==> src/rtl/mux2x5_if.sv <==
// Bus bundle for the 2:1 register-address mux: select inputs, load enable,
// and both the combinational and registered results.
interface mux2x5_if #(
   parameter int unsigned Width = 5
);
   logic [Width-1:0] a0;
   logic [Width-1:0] a1;
   logic             s;
   logic             en;
   logic [Width-1:0] y;
   logic [Width-1:0] y_r;

   modport master (
      output a0,
      output a1,
      output s,
      output en,
      input  y,
      input  y_r
   );

   modport slave (
      input  a0,
      input  a1,
      input  s,
      input  en,
      output y,
      output y_r
   );
endinterface

==> src/rtl/mux2x5.sv <==
// Two-input register-address mux with a zero-latency output and a
// load-enabled registered copy for pipeline-stage use.
module mux2x5 #(
   parameter int unsigned Width = 5
) (
   input  logic         clk,
   input  logic         rst,
   mux2x5_if.slave      bus
);

   logic [Width-1:0] y_comb;
   logic [Width-1:0] y_r_d;
   logic [Width-1:0] y_r_q;

   // An if (rather than ?:) makes an unknown select fall through to a0.
   always_comb begin
      y_comb = bus.a0;
      if (bus.s == 1'b1) begin
         y_comb = bus.a1;
      end
   end

   always_comb begin
      y_r_d = y_r_q;
      if (bus.en) begin
         y_r_d = y_comb;
      end
   end

   always_ff @(posedge clk) begin
      if (rst) begin
         y_r_q <= '0;
      end else begin
         y_r_q <= y_r_d;
      end
   end

   assign bus.y   = y_comb;
   assign bus.y_r = y_r_q;

endmodule

==> src/flat_wrapper.sv <==
// flat-port wrapper written by rule: the top's interface ports become plain ports
module mux2x5_flat 
#(
   parameter int unsigned Width = 5
)
  (clk, rst, bus_a0, bus_a1, bus_s, bus_en, bus_y, bus_y_r);
  mux2x5_if #(.Width(Width)) bus_i ();
  input  logic clk;
  input  logic rst;
  input wire logic [$bits(bus_i.a0)-1:0] bus_a0;
  input wire logic [$bits(bus_i.a1)-1:0] bus_a1;
  input wire logic [$bits(bus_i.s)-1:0] bus_s;
  input wire logic [$bits(bus_i.en)-1:0] bus_en;
  output wire logic [$bits(bus_i.y)-1:0] bus_y;
  output wire logic [$bits(bus_i.y_r)-1:0] bus_y_r;
  assign bus_i.a0 = bus_a0;
  assign bus_i.a1 = bus_a1;
  assign bus_i.s = bus_s;
  assign bus_i.en = bus_en;
  assign bus_y = bus_i.y;
  assign bus_y_r = bus_i.y_r;
  mux2x5 #(.Width(Width)) u_core (.clk(clk), .rst(rst), .bus(bus_i));
endmodule
==> config.mk <==
export PLATFORM = sky130hd
export DESIGN_NAME = mux2x5_flat
export DESIGN_NICKNAME = d
export VERILOG_FILES = /design/src/rtl/mux2x5_if.sv /design/src/rtl/mux2x5.sv /design/src/flat_wrapper.sv
export SDC_FILE = /design/constraint.sdc
export NUM_CORES = 1
export LEC_CHECK = 0
export ABC_AREA = 1
export CAP_MARGIN = 10
export CORE_AREA = 2 2 39 41
export DETAILED_ROUTE_END_ITERATION = 10
export DIE_AREA = 0 0 41 43
export GPL_ROUTABILITY_DRIVEN = 0
export RECOVER_POWER = 50
export SLEW_MARGIN = 20
export SYNTH_ARGS = -nofsm -noshare
export SYNTH_HDL_FRONTEND = slang
export SYNTH_SLANG_ARGS = --single-unit
export TNS_END_PERCENT = 100
==> constraint.sdc <==
create_clock -name clk -period 0.8 [get_ports clk]
set_input_delay 0.24 -clock clk [delete_from_list [all_inputs] [get_ports clk]]
set_output_delay 0.24 -clock clk [all_outputs]
set_load 0.02 [all_outputs]
==> flow_summary.yaml, run 1 <==
job:
  maxCapViolCount: 0
sta:
  setup_viol: 10
  finalClockSkew_ns: 0
  worstMarginPinSlew_ns: 0.1953
  max_freq_mhz: 1087
  min_period_over_period_pct: 115.0
  rsz0062_at_grt: "true"
  fin_ws_ns: -0.1204
  slew_viol_final: 0
  period_minus_slack_ns: 0.9204
  finalSetupTns_ns: -1.114
  fin_hold_ws_ns: 0.3283
  hold_violations: 0
  slew_headroom_pct: 86.98
setup_path:
  critPathSlowestCell: "dfxtp_2"
  path_cells: "buf_6"
  critPathCaptureType: "primary output"
  r2r_slack_ns: 0.14
  worstPathRequired_ns: 0.56
  crit_type: "reg -> out"
  critPathMaxFanout: 2
  startpoint_type: "flip-flop"
  path_delay_family: "flip-flops"
  max_stage_delay_ns: 0.33
  cp.arrival_ns: 0.68
  path_buf_inv: 1
routing:
  vias: 437
  drtIter0Drc: 3
  dr.pass1.iters: 4
  drc: 0
  drt-total-wl_um: 1069
  wl_per_cell_um: 9.898
  ant_nets: 0
  vias_per_cell: 4.046
floorplanning:
  die_area_sq_um: 1763
  die_h_um: 43
  initial_core_util_pct: 19.62
  fp-row-count: 14
  core_area_sq_um: 1384
  chipWidth_um: 41
  ioPinCount: 24
placement:
  pre_cts_ws_ns: -1.062
  port_buffers: 23
  dpl.hpwl_um: 665.1
global_route:
  grt_pass1_vias: 455
  grt_max_degree: 7
  grt_pass1_wl_um: 1842
  grt_usage_pct: 15.66
  overflow: 0
  antenna_found_initial: 0
yosys:
  synth-seq-cells: 5
  synth.distinct_cells: 7
  syn-num-nets: 61
  ys_warn_count: 0
  synthCells: 47
  syn_area_per_cell_sq_um: 5.777
  netlist_area_sq_um: 271.5
  seq_area_frac_synth_pct: 36.87
final_layout:
  largest_register_ffs: 5
  regArea_sq_um: 106.4
  drive_gt1_share_pct: 70.65
  final_util_pct: 55.15
  area_delta_synth_final_pct: 181.1
  multi_input_area_sq_um: 225.2
  num_antenna_cells: 0
  final_nets: 107
  n_fill_cell: 133
  layout_common_cells: "buf_6 (14), buf_4 (14), buf_2 (11), nor2_1 (10), nand2_4 (8)"
pwr:
  ir_drop_v: 0.0008454
  power_density_nw_per_um2: 1262
  power.leakage_nw: 0.4448
  finalPower_mw: 0.9629
clock_network:
  clk_latency_ns: 0.23
  cts_buffers: 3
  hold_buffers: 0
  clk_pin_slew_ns: 0.05
  cts_max_path_buffers: 2
  cts_tree: "done"
  root_buffer: "clkbuf_4"
  cts_sinks: 5
  htreeDepth: 1
hold_path:
  hold_class: "in -> reg"
outcome:
  violations: "setup timing"
  outcome: "finished with violations"
==> timing repair <==
item                                    4_1_cts  5_1_grt
gates resized for setup                     140        4
endpoints found under the setup margin       15       12
buffers inserted                             17        1
pin swaps                                    18       13
==> area by class of cell <==
class	count	share of cell area [%]
multi-input combinational	35	29.51
inverter	6	4.590
timing repair buffer	42	45.90
tap	16	2.623
clock buffer	4	3.443
sequential	5	13.93
==> path summary, 6_finish.rpt <==
check / cells after the start / to / start
hold reg to reg: 4 / u_core.bus.y_r[4] / u_core.bus.y_r[4]
hold / removal: 5 / u_core.bus.y_r[4] / bus_a0[4]
setup / recovery: 1 / bus_y_r[2] / u_core.bus.y_r[2]
setup reg to reg: 4 / u_core.bus.y_r[0] / u_core.bus.y_r[0]
==> report_power, final <==
group	total (mW)	internal (mW)	switching [mW]
sequential	0.285	0.272	0.0125
clock	0.288	0.188	0.0993
combinational	0.390	0.209	0.182
==> through the flow <==
| step | std cells | area (sq um) |
|---|---|---|
| after floorplan | 47 | 271.5 |
| after global placement | 92 | 563.0 |
| after detailed placement | 92 | 563.0 |
| after CTS | 108 | 769.5 |
| after global routing | 108 | 763.2 |
| final | 108 | 763.2 |
==> kinds of logic after synthesis <==
group         after synthesis  share of synthesized area [%]
buf+inv                     7                          12.44
flops                       5                          36.87
simple gates               35                          50.69
==> cell usage after synthesis <==
cell     number  share of area [%]
buf_6         1                4.1
dfxtp_1       5                 37
inv_1         5                6.9
inv_2         1                1.4
nand2_1      20                 28
nand3_1       5                9.2
nor2_1       10                 14
==> metal layers <==
metal | vias to the layer above | wire length, um | track usage (%)
met2 | 13 | 568 | 24.38
met4 | 0 | 0 | 4.000
met5 | - | 0 | 0
met1 | 194 | 449 | 19.29
met3 | 0 | 51 | 6.283
li1 | 230 | - | -
No activity file was read; power rests on OpenSTA's default activity.
==> run 2, diff against run 1 <==
--- a/config.mk
+++ b/config.mk
@@ -5,7 +5,7 @@
 export SDC_FILE = /design/constraint.sdc
 export NUM_CORES = 1
 export LEC_CHECK = 0
-export ABC_AREA = 1
+export ABC_AREA = 0
 export CAP_MARGIN = 10
 export CORE_AREA = 2 2 39 41
 export DETAILED_ROUTE_END_ITERATION = 10
==> flow_summary.yaml, run 2 <==
pwr:
  intPower_mw: 0.6818
  p_sw_share_pct: 25.23
  finalPower_mw: 0.9119
  ir_drop_v: 0.0005087
  power.leakage_nw: 0.3153
  power.clock.fraction_pct: 31.1
  switchingPower_mw: 0.2301
  power_density_nw_per_um2: 1396
  seqPwrFrac_pct: 31.3
  p_comb_share_pct: 37.6
clock_network:
  cts_max_path_buffers: 2
  cts_tree: "done"
  cts_sinks: 5
  root_buffer: "clkbuf_4"
  clk_latency_ns: 0.24
  clk_pin_slew_ns: 0.04
  hold_buffers: 0
  htreeDepth: 1
  cts_buffers: 3
outcome:
  outcome: "finished with violations"
  violations: "setup timing"
hold_path:
  worstHoldStart: "bus_a0[3]"
  hold_class: "in -> reg"
yosys:
  synth_edf_count: 0
  ys_warn_count: 0
  syn_area_per_cell_sq_um: 11.80
  synthTopCellsByArea: "dfxtp_1 (40%), mux2_2 (23%), o21ba_2 (20%)"
  synth.distinct_cells: 5
  ys_top_cells_by_count: "dfxtp_1 (5), mux2_2 (5), o21a_1 (5), o21ba_2 (5), inv_1 (1)"
  synthCells: 21
  synth_top_area_share_pct: 40.40
  seq_area_frac_synth_pct: 40.40
  ys_async_sr_fraction_pct: 0
  synthFlopType: "dfxtp_1"
  netlist_area_sq_um: 247.7
  yosysTopAreaCell: "dfxtp_1"
  syn-num-nets: 35
  synth-seq-cells: 5
job:
  maxCapViolCount: 0
routing:
  vias: 306
  drc: 0
  wl_per_cell_um: 10.50
  drtIter0Drc: 0
  drt-total-wl_um: 777
  dr.pass1.iters: 1
  ant_nets: 0
  vias_per_cell: 4.135
sta:
  fin_ws_ns: -0.3284
  worstMarginPinSlew_ns: 0.2104
  max_freq_mhz: 886.2
  slew_viol_final: 0
  setup_viol: 15
  min_period_over_period_pct: 141.0
  hold_violations: 0
  period_minus_slack_ns: 1.128
  rsz0062_at_grt: "true"
  finalSetupTns_ns: -3.012
  slew_headroom_pct: 85.97
  finalClockSkew_ns: 0
final_layout:
  num_antenna_cells: 0
  largest_register_ffs: 5
  final_util_pct: 47.20
  area_delta_synth_final_pct: 163.6
  final_nets: 73
  final_common_cell: "buf_6"
  drive_gt1_share_pct: 67.24
  layout_common_cells: "buf_6 (16), dlygate4sd2_1 (9)"
setup_path:
  worstPathRequired_ns: 0.56
  startpoint_type: "primary input"
  r2r_slack_ns: 0.08
  crit_type: "in -> out"
  cp.arrival_ns: 0.89
  r2r_start: "u_core.bus.y_r[3]"
  startpoint: "bus_s"
  critPathMaxFanout: 3
  critPathCaptureType: "primary output"
placement:
  pre_cts_ws_ns: -1.141
  port_buffers: 23
floorplanning:
  die_area_sq_um: 1763
  die_h_um: 43
  fp-row-count: 14
  initial_core_util_pct: 17.90
  chipWidth_um: 41
  ioPinCount: 24
  core_area_sq_um: 1384
global_route:
  grt_usage_pct: 11.47
  grt_max_degree: 7
  grt_pass1_vias: 319
  overflow: 0
  antenna_found_initial: 0
  grt_pass1_wl_um: 1276
run 2: cell count changes after synthesis, moves of 4 or more:
cell | before | now
nand2_1 | 20 | 0
mux2_2 | 0 | 5
o21a_1 | 0 | 5
inv_1 | 5 | 1
nor2_1 | 10 | 0
nand3_1 | 5 | 0
o21ba_2 | 0 | 5
run 2: metrics by stage:
| stage | std cells | instance area (sq um) | hold WS (ns) |
|---|---|---|---|
| after CTS | 74 | 643.1 | 0.5160 |
| after detailed placement | 66 | 561.8 | 0.5534 |
| after floorplan | 21 | 266.5 | 0.4646 |
| after global routing | 74 | 653.1 | 0.5303 |
| after global placement | 66 | 561.8 | 0.5493 |
| final | 74 | 653.1 | 0.5175 |
run 2: timing repair:
action                                  in CTS  in global routing
pin swaps                                    1                  2
gates resized for setup                     88                  5
endpoints found under the setup margin      15                 15
setup buffers                                5                  1
run 2: power by group through the flow:
stage,registers [mW],clock network [mW],logic [mW]
5_1_grt,0.287,0.327,0.369
4_1_cts,0.285,0.307,0.338
3_3_place_gp,0.282,0,0.312
3_5_place_dp,0.282,0,0.311
6_report,0.285,0.283,0.343
2_1_floorplan,0.305,0,0.103
run 2: final timing paths:
check                           end  cells past startpoint
setup / recovery           bus_y[2]                      4
hold / removal    u_core.bus.y_r[3]                      4
setup reg to reg  u_core.bus.y_r[3]                      2
hold reg to reg   u_core.bus.y_r[0]                      2
run 2: worst max-delay path: stages:
cell and delay, ns:
buf_8 0.10, buf_6 0.11, mux2_4 0.30, buf_6 0.13
run 2: per-layer routing:
layer	routed length, um	up-vias	track usage [%]
met5	0	-	0
met1	258	130	11.65
met2	390	24	16.88
li1	-	152	-
met4	0	0	8.000
met3	128	0	6.283
run 2: cells by family after synthesis:
logic type / share of synthesized area (%)
AO/OA/AOI/OAI: 35.36
multiplexers: 22.73
flip-flops: 40.41
buffers and inverters: 1.514
run 2: cell type report:
type / instances / area, sq um
Clock buffer: 4 / 26.28
Fill cell: 142 / 730.7
Inverter: 1 / 3.754
Multi-Input combinational cell: 15 / 162.7
Sequential cell: 5 / 106.4
Tap cell: 16 / 20.02
Timing Repair Buffer: 33 / 334.1
